## src/rtl/md_pkg.sv

```systemverilog
// Shared definitions for the multiply/divide engine.
// The opcodes here are also the ones the EX-stage decoder drives.
package md_pkg;

  localparam int unsigned MdIterDefault = 32;

  localparam logic [4:0] MduNop   = 5'd0;
  localparam logic [4:0] MduMult  = 5'd1;
  localparam logic [4:0] MduMultu = 5'd2;
  localparam logic [4:0] MduDiv   = 5'd3;
  localparam logic [4:0] MduDivu  = 5'd4;
  localparam logic [4:0] MduMthi  = 5'd5;
  localparam logic [4:0] MduMtlo  = 5'd6;

  typedef enum logic [1:0] {
    StIdle,
    StRun,
    StFix
  } md_state_e;

  function automatic logic is_md_launch(input logic [4:0] op);
    return (op == MduMult) || (op == MduMultu) || (op == MduDiv) || (op == MduDivu);
  endfunction

  function automatic logic [31:0] neg32(input logic [31:0] v);
    return ~v + 32'd1;
  endfunction

endpackage

```

## src/rtl/md_step.sv

```systemverilog
// One combinational iteration: shift-add multiply or restoring divide.
// Multiply layout: {partial product, remaining multiplier}; divide: {remainder, dividend/quotient}.
module md_step (
  input  logic        is_div,
  input  logic [63:0] work,
  input  logic [31:0] mcand,
  input  logic [31:0] divisor,
  output logic [63:0] work_next
);

  logic [32:0] sum;
  logic [32:0] shifted;
  logic        ge;

  always_comb begin
    sum     = {1'b0, work[63:32]} + (work[0] ? {1'b0, mcand} : 33'd0);
    shifted = {work[63:32], work[31]};
    ge      = shifted >= {1'b0, divisor};
    if (is_div) begin
      // A successful subtract leaves a value below the divisor, so 32 bits hold it.
      work_next = {(ge ? (shifted[31:0] - divisor) : shifted[31:0]), work[30:0], ge};
    end else begin
      work_next = {sum, work[31:1]};
    end
  end

endmodule

```

## src/rtl/md_engine.sv

```systemverilog
// Iterative multiply/divide unit owning HI/LO; Busy stalls the pipeline while it runs.
module md_engine
  import md_pkg::*;
#(
  parameter int unsigned ITER = MdIterDefault
) (
  input  logic        clk,
  input  logic        reset,
  input  logic [31:0] A,
  input  logic [31:0] B,
  input  logic        Start,
  input  logic [4:0]  MDUOp,
  output logic [31:0] hi,
  output logic [31:0] lo,
  output logic        Busy
);

  localparam int unsigned CntW = (ITER > 1) ? $clog2(ITER) : 1;

  md_state_e       state_q, state_d;
  logic [CntW-1:0] cnt_q, cnt_d;
  logic [31:0]     a_q, a_d, b_q, b_d;
  logic            sign_a_q, sign_a_d, sign_b_q, sign_b_d;
  logic            div_q, div_d, zero_q, zero_d;
  logic [63:0]     work_q, work_d, work_step, prod_fix;
  logic [31:0]     hi_q, hi_d, lo_q, lo_d;
  logic            launch, signed_op, sa, sb, is_div_op;
  logic [31:0]     a_abs, b_abs;

  md_step u_step (
    .is_div   (div_q),
    .work     (work_q),
    .mcand    (a_q),
    .divisor  (b_q),
    .work_next(work_step)
  );

  assign launch = Start && is_md_launch(MDUOp);

  always_comb begin
    state_d  = state_q;
    cnt_d    = cnt_q;
    a_d      = a_q;
    b_d      = b_q;
    sign_a_d = sign_a_q;
    sign_b_d = sign_b_q;
    div_d    = div_q;
    zero_d   = zero_q;
    work_d   = work_q;
    hi_d     = hi_q;
    lo_d     = lo_q;

    signed_op = (MDUOp == MduMult) || (MDUOp == MduDiv);
    is_div_op = (MDUOp == MduDiv) || (MDUOp == MduDivu);
    sa        = signed_op & A[31];
    sb        = signed_op & B[31];
    a_abs     = sa ? neg32(A) : A;
    b_abs     = sb ? neg32(B) : B;
    prod_fix  = (sign_a_q ^ sign_b_q) ? (~work_q + 64'd1) : work_q;

    unique case (state_q)
      StIdle: begin
        if (launch) begin
          a_d      = a_abs;
          b_d      = b_abs;
          sign_a_d = sa;
          sign_b_d = sb;
          div_d    = is_div_op;
          zero_d   = (B == 32'd0);
          work_d   = is_div_op ? {32'd0, a_abs} : {32'd0, b_abs};
          cnt_d    = CntW'(ITER - 1);
          state_d  = StRun;
        end else if (!Start && MDUOp == MduMthi) begin
          hi_d = A;
        end else if (!Start && MDUOp == MduMtlo) begin
          lo_d = A;
        end
      end
      StRun: begin
        work_d = work_step;
        if (cnt_q == '0) begin
          state_d = StFix;
        end else begin
          cnt_d = cnt_q - CntW'(1);
        end
      end
      StFix: begin
        if (!div_q) begin
          hi_d = prod_fix[63:32];
          lo_d = prod_fix[31:0];
        end else if (!zero_q) begin
          // Quotient sign follows sign mismatch; remainder sign follows the dividend.
          lo_d = (sign_a_q ^ sign_b_q) ? neg32(work_q[31:0]) : work_q[31:0];
          hi_d = sign_a_q ? neg32(work_q[63:32]) : work_q[63:32];
        end
        state_d = StIdle;
      end
      default: state_d = StIdle;
    endcase
  end

  always_ff @(posedge clk or negedge reset) begin
    if (!reset) begin
      state_q  <= StIdle;
      cnt_q    <= '0;
      a_q      <= '0;
      b_q      <= '0;
      sign_a_q <= 1'b0;
      sign_b_q <= 1'b0;
      div_q    <= 1'b0;
      zero_q   <= 1'b0;
      work_q   <= '0;
      hi_q     <= '0;
      lo_q     <= '0;
    end else begin
      state_q  <= state_d;
      cnt_q    <= cnt_d;
      a_q      <= a_d;
      b_q      <= b_d;
      sign_a_q <= sign_a_d;
      sign_b_q <= sign_b_d;
      div_q    <= div_d;
      zero_q   <= zero_d;
      work_q   <= work_d;
      hi_q     <= hi_d;
      lo_q     <= lo_d;
    end
  end

  assign Busy = launch || (state_q != StIdle);
  assign hi   = hi_q;
  assign lo   = lo_q;

endmodule

```

## config.mk

```make
export PLATFORM = sky130hd
export DESIGN_NAME = md_engine
export DESIGN_NICKNAME = d
export VERILOG_FILES = /design/src/rtl/md_pkg.sv /design/src/rtl/md_step.sv /design/src/rtl/md_engine.sv
export SDC_FILE = /design/constraint.sdc
export NUM_CORES = 1
export LEC_CHECK = 0
export ABC_CLOCK_PERIOD_IN_PS = 3100
export CORE_AREA = 4 4 178 180
export DETAILED_ROUTE_END_ITERATION = 10
export DIE_AREA = 0 0 182 184
export PLACE_DENSITY = 0.77
export SKIP_LAST_GASP = 1
export SYNTH_ARGS = -nofsm -noshare
export SYNTH_HDL_FRONTEND = slang
export SYNTH_SLANG_ARGS = --single-unit
```

## constraint.sdc

```tcl
create_clock -name clk -period 3.1 [get_ports clk]
set_input_delay 0.93 -clock clk [delete_from_list [all_inputs] [get_ports clk]]
set_output_delay 0.93 -clock clk [all_outputs]
set_load 0.02 [all_outputs]
```

==> reports/results.md, run 1 <==
| Step | Result | Reported |
|---|---|---|
| status | Result of the run | finished, violations left |
| status | Failing checks | negative setup slack |
| yosys | Post-synth top cells | nand2_1, dfrtp_1, nor2_1, o21ai_0, a21oi_1 |
| global route | Pin count of the biggest net entering global routing | 55 |
| final layout | Diodes inserted | 0 |
| yosys | Instance count of the mapped netlist | 2038 |
| yosys | Number of distinct standard cells referenced by the synthesized netlist | 74 |
| routing | Number of search-and-repair iterations in the first detailed-routing pass | 6 |
| sta | Maximum clock rate | 308 MHz |
| cts | Clock Root Buffer | clkbuf_16 |
| setup path | Critical path class | register to register |
| setup path | Worst reg2reg path endpoint | work_q[46] |
| routing | Detailed router's first-iteration violation count | 2245 |
| setup path | Dominant cell type by count on the critical path | buf_4 |
| yosys | Post-Synthesis Mean Instance Area | 7.92 sq um |
| floorplan | Die Height | 184 um |
| placement | Routability-driven placement congestion ratio | 1.11 |
| routing | Wirelength per Cell | 23.8 um |
| routing | Final wirelength | 67.9 mm |
| power and ir drop | Power per unit of standard cell area | 1010 nW/um^2 |
| floorplan | Width of the die | 182 um |
| final layout | Finished Core Util | 0.724 |
| setup path | Source of the worst register-to-register timing path | work_q[0] |
| yosys | Register bit count reported by yosys | 203 |
| sta | Clock period minus worst slack | 3.25 ns |
| power and ir drop | Maximum ir drop on the vdd rail | 0.000637 V |
| setup path | Internal reg-to-reg setup slack | -0.15 ns |
| setup path | Data required time at the worst endpoint | 3.50 ns |
| final layout | Post-route insts no fill | 2852 |
| yosys | Seq/Total Area, Yosys | 0.315 |
| final layout | Area added between synthesis and finish | 35.3% |
| cts | Clock sink total | 203 |
| global route | GRT Total Usage | 0.384 |
| yosys | Yosys warning count | 0 |
| cts | Clock slew at the register clock pins of the worst setup and hold paths | 0.06 ns |
| placement | Total placed cells including tap cells | 2790 |
| setup path | Cell depth of the worst flop-to-flop path | 13 |
| placement | # port buffers | 136 |
| sta | Final setup margin | -0.151 ns |
| cts | Worst-Skew Late Latency | 0.54 ns |
| global route | Total global routing overflow | 0 |
| worst hold path | HP Class | primary input to asynchronous set/reset pin |
| setup path | Highest fanout seen on the critical path | 6 |
| routing | Final routed DRC violation total | 0 |
| setup path | Worst setup path start | work_q[0] |
| sta | Unrepaired setup endpoints after global routing | true |
| cts | Number of H-tree levels | 1 |
| run | Max-capacitance violation count | 0 |
| cts | Hold-fix buffers at CTS | 0 |
| setup path | Capture point of the critical path | work_q[46] |
| setup path | Cell-by-cell listing of the critical path | buf_4 -> nand2_4 -> inv_1 -> ha_1 -> a211oi_2 -> o21a_1 -> a211oi_4 -> or4_4 -> buf_4 -> a31o_2 -> a211o_1 -> a32oi_2 -> o21ai_1 |
| setup path | Highest cell delay on the worst timing path | 0.49 ns |
| power and ir drop | Lkg Pwr | 9.78 nW |
| sta | Worst Skew | 0.0160 ns |
| floorplan | Area of the die | 33500 sq um |
| sta | Setup-violating endpoint count in the final report | 2 |
| global route | Global-route wire length before repair | 100 mm |
| yosys | Synth Flop Type | dfrtp_1 |
| floorplan | I/O pin cnt | 137 |
| setup path | Kind of end point of the critical path | register |
| yosys | Most common cell in the synthesized netlist | nand2_1 |
| global route | Vias in the first global route | 17229 |
| sta | Hold violation total from the final report | 0 |
| yosys | Top cells by area in the synthesized netlist | dfrtp_1, nand2_1, ha_1 |
| routing | Via count normalized by instance count | 6.32 |
| sta | Number of max-slew violations in the final report | 0 |
| yosys | EDFF count, synth | 0 |
| yosys | Yosys top cell area share | 0.315 |
| yosys | Largest area contributor in the synthesized netlist | dfrtp_1 |
| setup path | Arrival time worst endpoint | 3.65 ns |
| routing | Total number of vias | 18016 |
| cts | Number of buffers between clock root and the deepest sink | 3 |
| final layout | Count of nets after finishing | 2586 |
| yosys | Async set-reset flop share out of synthesis | 1.00 |
| sta | Relative max-transition margin | 0.481 |
| sta | Slew at the pin closest to its max-slew limit | 0.773 ns |
| yosys | Number of nets produced by synthesis | 2182 |
| sta | Final critical-path share of the clock period | 1.05 |
| cts | Number of CTS-inserted buffers | 24 |
| placement | Placed wire-length estimate | 52.9 mm |
| setup path | Setup crit start kind | register |
| routing | Antenna Nets Post-Route | 0 |
| cts | TritonCTS clock tree | yes |
| global route | Number of antenna violations at the first check in global routing | 3 |
| setup path | Cell with the largest stage delay on the worst path | dfrtp_2 |
| floorplan | Placeable core region | 30200 sq um |
| floorplan | Initial core utilization | 0.535 |
| floorplan | Site Rows | 64 |
| final layout | Share of layout cells above drive strength 1 | 0.223 |
| yosys | Cell area after technology mapping | 16100 sq um |
-- critical path: cells and delay by family, from the launching register on --
kind	cells	cell delay, ns
AO/OA/AOI/OAI	7	1.43
adder cells (fa/ha/maj)	1	0.30
buffers and inverters	3	0.38
flip-flops	1	0.49
AND/OR/NAND/NOR	2	0.51
-- sequential cells by signal (all words and copies together) (netlist names), 2 cells and up --
| signal | cells |
|---|---|
| state_q | 2 |
| lo | 32 |
| b_q | 32 |
| cnt_q | 5 |
| work_q | 64 |
| a_q | 32 |
| hi | 32 |
-- worst min-delay path by stage --
stage	from	to	slack, ns	cells past startpoint
finish	reset	hi[29]	0.33	1
global route	reset	hi[21]	0.35	1
CTS	reset	hi[11]	0.35	1
detailed placement	a_q[15]	a_q[15]	0.46	2
global placement	a_q[15]	a_q[15]	0.45	2
floorplan	zero_q	zero_q	0.44	2
-- layout by cell type (no fill, tap or decap), types with 41 or more instances in the layout --
cell type	n
and2_1	43
mux2i_1	60
o21ai_0	158
a21oi_1	125
nand2_1	269
nor3_1	41
xor2_1	70
dfrtp_1	198
nor2_1	187
clkdlybuf4s50_1	127
ha_1	55
inv_1	66
a21o_1	41
buf_4	343
o31ai_1	54
xnor2_1	98
-- logic make-up (layout without fill, tap and decap cells) --
group,after synthesis,after routing,synth area share
AND/OR/NAND/NOR,728,728,0.209
AO/OA/AOI/OAI,602,602,0.238
flip-flops,203,203,0.315
buffers and inverters,193,611,0.0453
XOR/XNOR,171,171,0.0928
adder cells (fa/ha/maj),72,72,0.0567
multiplexers,69,69,0.0433
-- layout make-up --
| type | instances | area, sq um |
|---|---|---|
| Clock inverter | 5 | 63.8 |
| Multi-Input combinational cell | 1642 | 10900 |
| Inverter | 71 | 269 |
| Fill cell | 2332 | 8340 |
| Sequential cell | 203 | 5090 |
| Clock buffer | 35 | 662 |
| Timing Repair Buffer | 500 | 4330 |
| Tap cell | 396 | 495 |
-- power by group --
part	internal, mW	total (mW)	leakage, nW	switching (mW)
combinational	6.34	14.4	6.96	8.09
sequential	3.79	5.00	2.47	1.21
clock	1.55	2.70	0.350	1.15
-- what timing repair did --
action,4_1_cts,5_1_grt
setup endpoints to repair,41,57
pin swaps,25,49
gates resized for setup,63,105
setup buffers,7,14
gates cloned,0,2
-- stage by stage --
step | hold slack, ns | setup slack [ns] | power, mW | cell area [sq um] | TNS, ns
6_report | 0.326 | -0.151 | 22.1 | 21900 | -0.201
5_1_grt | 0.354 | -0.182 | 23.4 | 21900 | -1.19
4_1_cts | 0.348 | -0.0606 | 21.1 | 21300 | -0.210
3_5_place_dp | 0.463 | -0.786 | 18.2 | 20300 | -31.58
3_3_place_gp | 0.454 | -0.705 | 17.9 | 20300 | -28.31
2_1_floorplan | 0.438 | -0.238 | 12.6 | 16200 | -0.281
-- layer usage --
metal	share of wire	global-route usage	up-vias
li1	-	-	8125
met1	0.39	0.510	8615
met2	0.46	0.622	1029
met3	0.087	0.0592	245
met4	0.062	0.178	2
met5	0.00019	0	-
(Power assumes the default switching activity.)
==> inputs of run 2 (changes only) <==
Settings changed: SLEW_MARGIN from default to 20.
==> results of run 2 <==
The final DEF is identical to that of run 1; final timing and power are the same.
==> inputs of run 3 (changes only) <==
Settings changed: CAP_MARGIN from default to 15, SETUP_SLACK_MARGIN from default to 0.2.
==> run 3 against run 2 <==
  * The run still ends with negative setup slack left
  * Worst hold slack gained 0.030 ns
  * Count of clock-buffer cells in the layout shrank 5
  * Cell count grew 2.7%
  * Clock skew grew 0.021 ns
  * Register-to-register slack gained 0.14 ns
  * Maximum frequency grew 4.5%
  * Power grew 11%
  * Non-clock buffer count grew 70
  * Global-route usage grew 1.4 points
  * Via count grew 4.5%
  * Die area is the same
  * Sequential share of layout area shrank 1.8 points
==> reports/results.md, run 3 (synthesis gave the netlist of run 1 again) <==
| Step | Result | Reported | vs previous |
|---|---|---|---|
| setup path | Kind of end point of the critical path | register |  |
| sta | Unrepaired setup endpoints after global routing | true |  |
| routing | Total number of vias | 18833 | +4.5% |
| sta | Final setup margin | -0.0127 ns | +0.139 ns |
| final layout | Count of nets after finishing | 2657 | +2.7% |
| global route | GRT Total Usage | 0.399 | +0.0143 |
| routing | Final routed DRC violation total | 0 | unchanged |
| final layout | Most frequent cells in the layout | buf_4, nand2_1, dfrtp_1 |  |
| sta | Hold violation total from the final report | 0 | unchanged |
| setup path | Highest cell delay on the worst timing path | 0.48 ns | about the same |
| final layout | Leading cell type in the layout, fill and taps excluded | buf_4 |  |
| floorplan | I/O pin cnt | 137 | unchanged |
| routing | Number of search-and-repair iterations in the first detailed-routing pass | 6 | unchanged |
| floorplan | Area of the die | 33500 sq um | unchanged |
| placement | # port buffers | 136 | unchanged |
| placement | Routability-driven placement congestion ratio | 1.07 | -4.3% |
| setup path | Setup crit start kind | register |  |
| power and ir drop | Lkg Pwr | 10.5 nW | +7.4% |
| sta | Relative max-transition margin | 0.445 | -0.0355 |
| sta | Setup-violating endpoint count in the final report | 2 | unchanged |
| cts | Clock sink total | 203 | unchanged |
| routing | Wirelength per Cell | 24.3 um | +2.1% |
| sta | Number of max-slew violations in the final report | 0 | unchanged |
| cts | Number of buffers between clock root and the deepest sink | 3 | unchanged |
| cts | Clock Root Buffer | clkbuf_16 |  |
| final layout | Number of flip-flops under the largest register name | 64 | unchanged |
| power and ir drop | Maximum ir drop on the vdd rail | 0.000769 V | +21% |
| routing | Final wirelength | 71.2 mm | +4.8% |
| floorplan | Width of the die | 182 um | unchanged |
| power and ir drop | Combinational share of power | 0.670 | +0.018 |
| final layout | Diodes inserted | 0 | unchanged |
| sta | Final critical-path share of the clock period | 1.00 | -0.0447 |
| final layout | Share of layout cells above drive strength 1 | 0.294 | +0.0715 |
| sta | Worst Skew | 0.0373 ns | +0.0213 ns |
| setup path | Internal reg-to-reg setup slack | -0.01 ns | +0.14 ns |
| setup path | Arrival time worst endpoint | 3.56 ns | -0.09 ns |
| global route | Vias in the first global route | 18176 | +5.5% |
| global route | Global-route wire length before repair | 105 mm | +4.5% |
| routing | Via count normalized by instance count | 6.43 | +1.8% |
| placement | Placed wire-length estimate | 51.9 mm | -2.0% |
| floorplan | Site Rows | 64 | unchanged |
| setup path | Critical path class | register to register |  |
| power and ir drop | Share of total power in the clock network | 0.130 | +0.008 |
| sta | Slew at the pin closest to its max-slew limit | 0.826 ns | +0.0528 ns |
| setup path | Source of the worst register-to-register timing path | work_q[0] |  |
| power and ir drop | Cell internal power dissipation | 13.2 mW | +13% |
| setup path | Data required time at the worst endpoint | 3.54 ns | +0.04 ns |
| status | Result of the run | finished, violations left |  |
| final layout | Most flop-heavy register | work_q |  |
| cts | Number of CTS-inserted buffers | 25 | +4.2% |
| routing | Antenna Nets Post-Route | 0 | unchanged |
| placement | Placement-stage cell area | 20700 sq um | +1.7% |
| sta | Clock period minus worst slack | 3.11 ns | -0.139 ns |
| floorplan | Initial core utilization | 0.535 | unchanged |
| power and ir drop | Sequential share of power | 0.200 | -0.026 |
| cts | Worst-Skew Late Latency | 0.57 ns | +0.03 ns |
| setup path | Highest fanout seen on the critical path | 8 | +2 |
| cts | TritonCTS clock tree | yes |  |
| global route | Number of antenna violations at the first check in global routing | 0 | -3 |
| power and ir drop | Power per unit of standard cell area | 1040 nW/um^2 | +2.6% |
| sta | Smallest hold slack | 0.356 ns | +0.0296 ns |
| status | Failing checks | negative setup slack |  |
| power and ir drop | Switching Fraction | 0.464 | -0.00744 |
| routing | Detailed router's first-iteration violation count | 2263 | +0.80% |
| final layout | Total non-filler cell area in the finished layout | 23700 sq um | +8.4% |
| worst hold path | HP Class | primary input to asynchronous set/reset pin |  |
| run | Max-capacitance violation count | 0 | unchanged |
| power and ir drop | Power spent charging and discharging nets | 11.4 mW | +9.5% |
| global route | Pin count of the biggest net entering global routing | 55 | unchanged |
| cts | Number of H-tree levels | 1 | unchanged |
| setup path | Cell with the largest stage delay on the worst path | dfrtp_2 |  |
| cts | Clock slew at the register clock pins of the worst setup and hold paths | 0.06 ns | about the same |
| setup path | Worst setup path start | work_q[0] |  |
| global route | Total global routing overflow | 0 | unchanged |
| setup path | Cell-by-cell listing of the critical path | and2_4 -> ha_4 -> inv_2 -> fa_2 -> nand2b_4 -> a21o_1 -> a211oi_2 -> buf_4 -> o21ai_2 -> a21oi_2 -> a31o_2 -> a31oi_4 -> o211a_1 -> a311oi_2 |  |
| floorplan | Placeable core region | 30200 sq um | unchanged |
| final layout | Area added between synthesis and finish | 46.7% |  |
| sta | Maximum clock rate | 321 MHz | +4.5% |
| floorplan | Die Height | 184 um | unchanged |
[run 3: stage by stage]
stage / setup slack, ns / setup TNS (ns) / std cells / total power [mW] / utilization
finish: -0.0127 / -0.0201 / 2928 / 24.6 / 0.784
global route: -0.107 / -0.457 / 2928 / 25.8 / 0.784
CTS: -0.0278 / -0.0278 / 2907 / 23.0 / 0.751
detailed placement: -0.764 / -31.49 / 2819 / 18.3 / 0.685
global placement: -0.728 / -24.99 / 2819 / 18.0 / 0.685
floorplan: -0.238 / -0.281 / 2038 / 12.7 / -
[run 3: layout make-up]
| type | count | area (sq um) |
|---|---|---|
| Clock buffer | 30 | 664 |
| Clock inverter | 16 | 215 |
| Inverter | 71 | 272 |
| Timing Repair Buffer | 570 | 5010 |
| Tap cell | 396 | 495 |
| Multi-Input combinational cell | 1642 | 11900 |
| Sequential cell | 203 | 5080 |
| Fill cell | 2008 | 6510 |
[run 3: layer usage]
| layer | vias up | wire (um) | GRT usage |
|---|---|---|---|
| met4 | 0 | 5210 | 0.214 |
| met3 | 332 | 7200 | 0.0805 |
| met5 | - | 0 | 0 |
| met2 | 1186 | 31500 | 0.619 |
| met1 | 9047 | 27300 | 0.528 |
| li1 | 8268 | - | - |
[run 3: power by group through the flow]
stage | registers [mW] | clock network (mW) | logic (mW)
after floorplan | 5.12 | 0 | 7.58
after global placement | 4.75 | 0 | 13.3
after detailed placement | 4.79 | 0 | 13.6
after CTS | 4.80 | 3.18 | 15.0
after global routing | 5.00 | 3.30 | 17.5
final | 4.92 | 3.20 | 16.5
[run 3: critical path, delay by kind of cell, from the launching register on]
kind	cells	cell delay, ns
AND/OR/NAND/NOR	2	0.35
buffers and inverters	2	0.22
AO/OA/AOI/OAI	8	1.45
flip-flops	1	0.48
adder cells (fa/ha/maj)	2	0.49
[run 3: path summary, 6_finish.rpt]
check	endpoint	cells past startpoint
max	work_q[63]	14
min	hi[28]	1
max reg2reg	work_q[63]	14
min reg2reg	a_q[9]	2
max in group asynchronous	work_q[29]	2
min in group clk	a_q[9]	2
[run 3: repair_timing]
item / 4_1_cts / 5_1_grt
setup endpoints to repair: 77 / 98
gates cloned: 2 / 0
hold buffers: 0 / 0
pin swaps: 115 / 107
buffers inserted: 40 / 21
gates resized for setup: 219 / 172
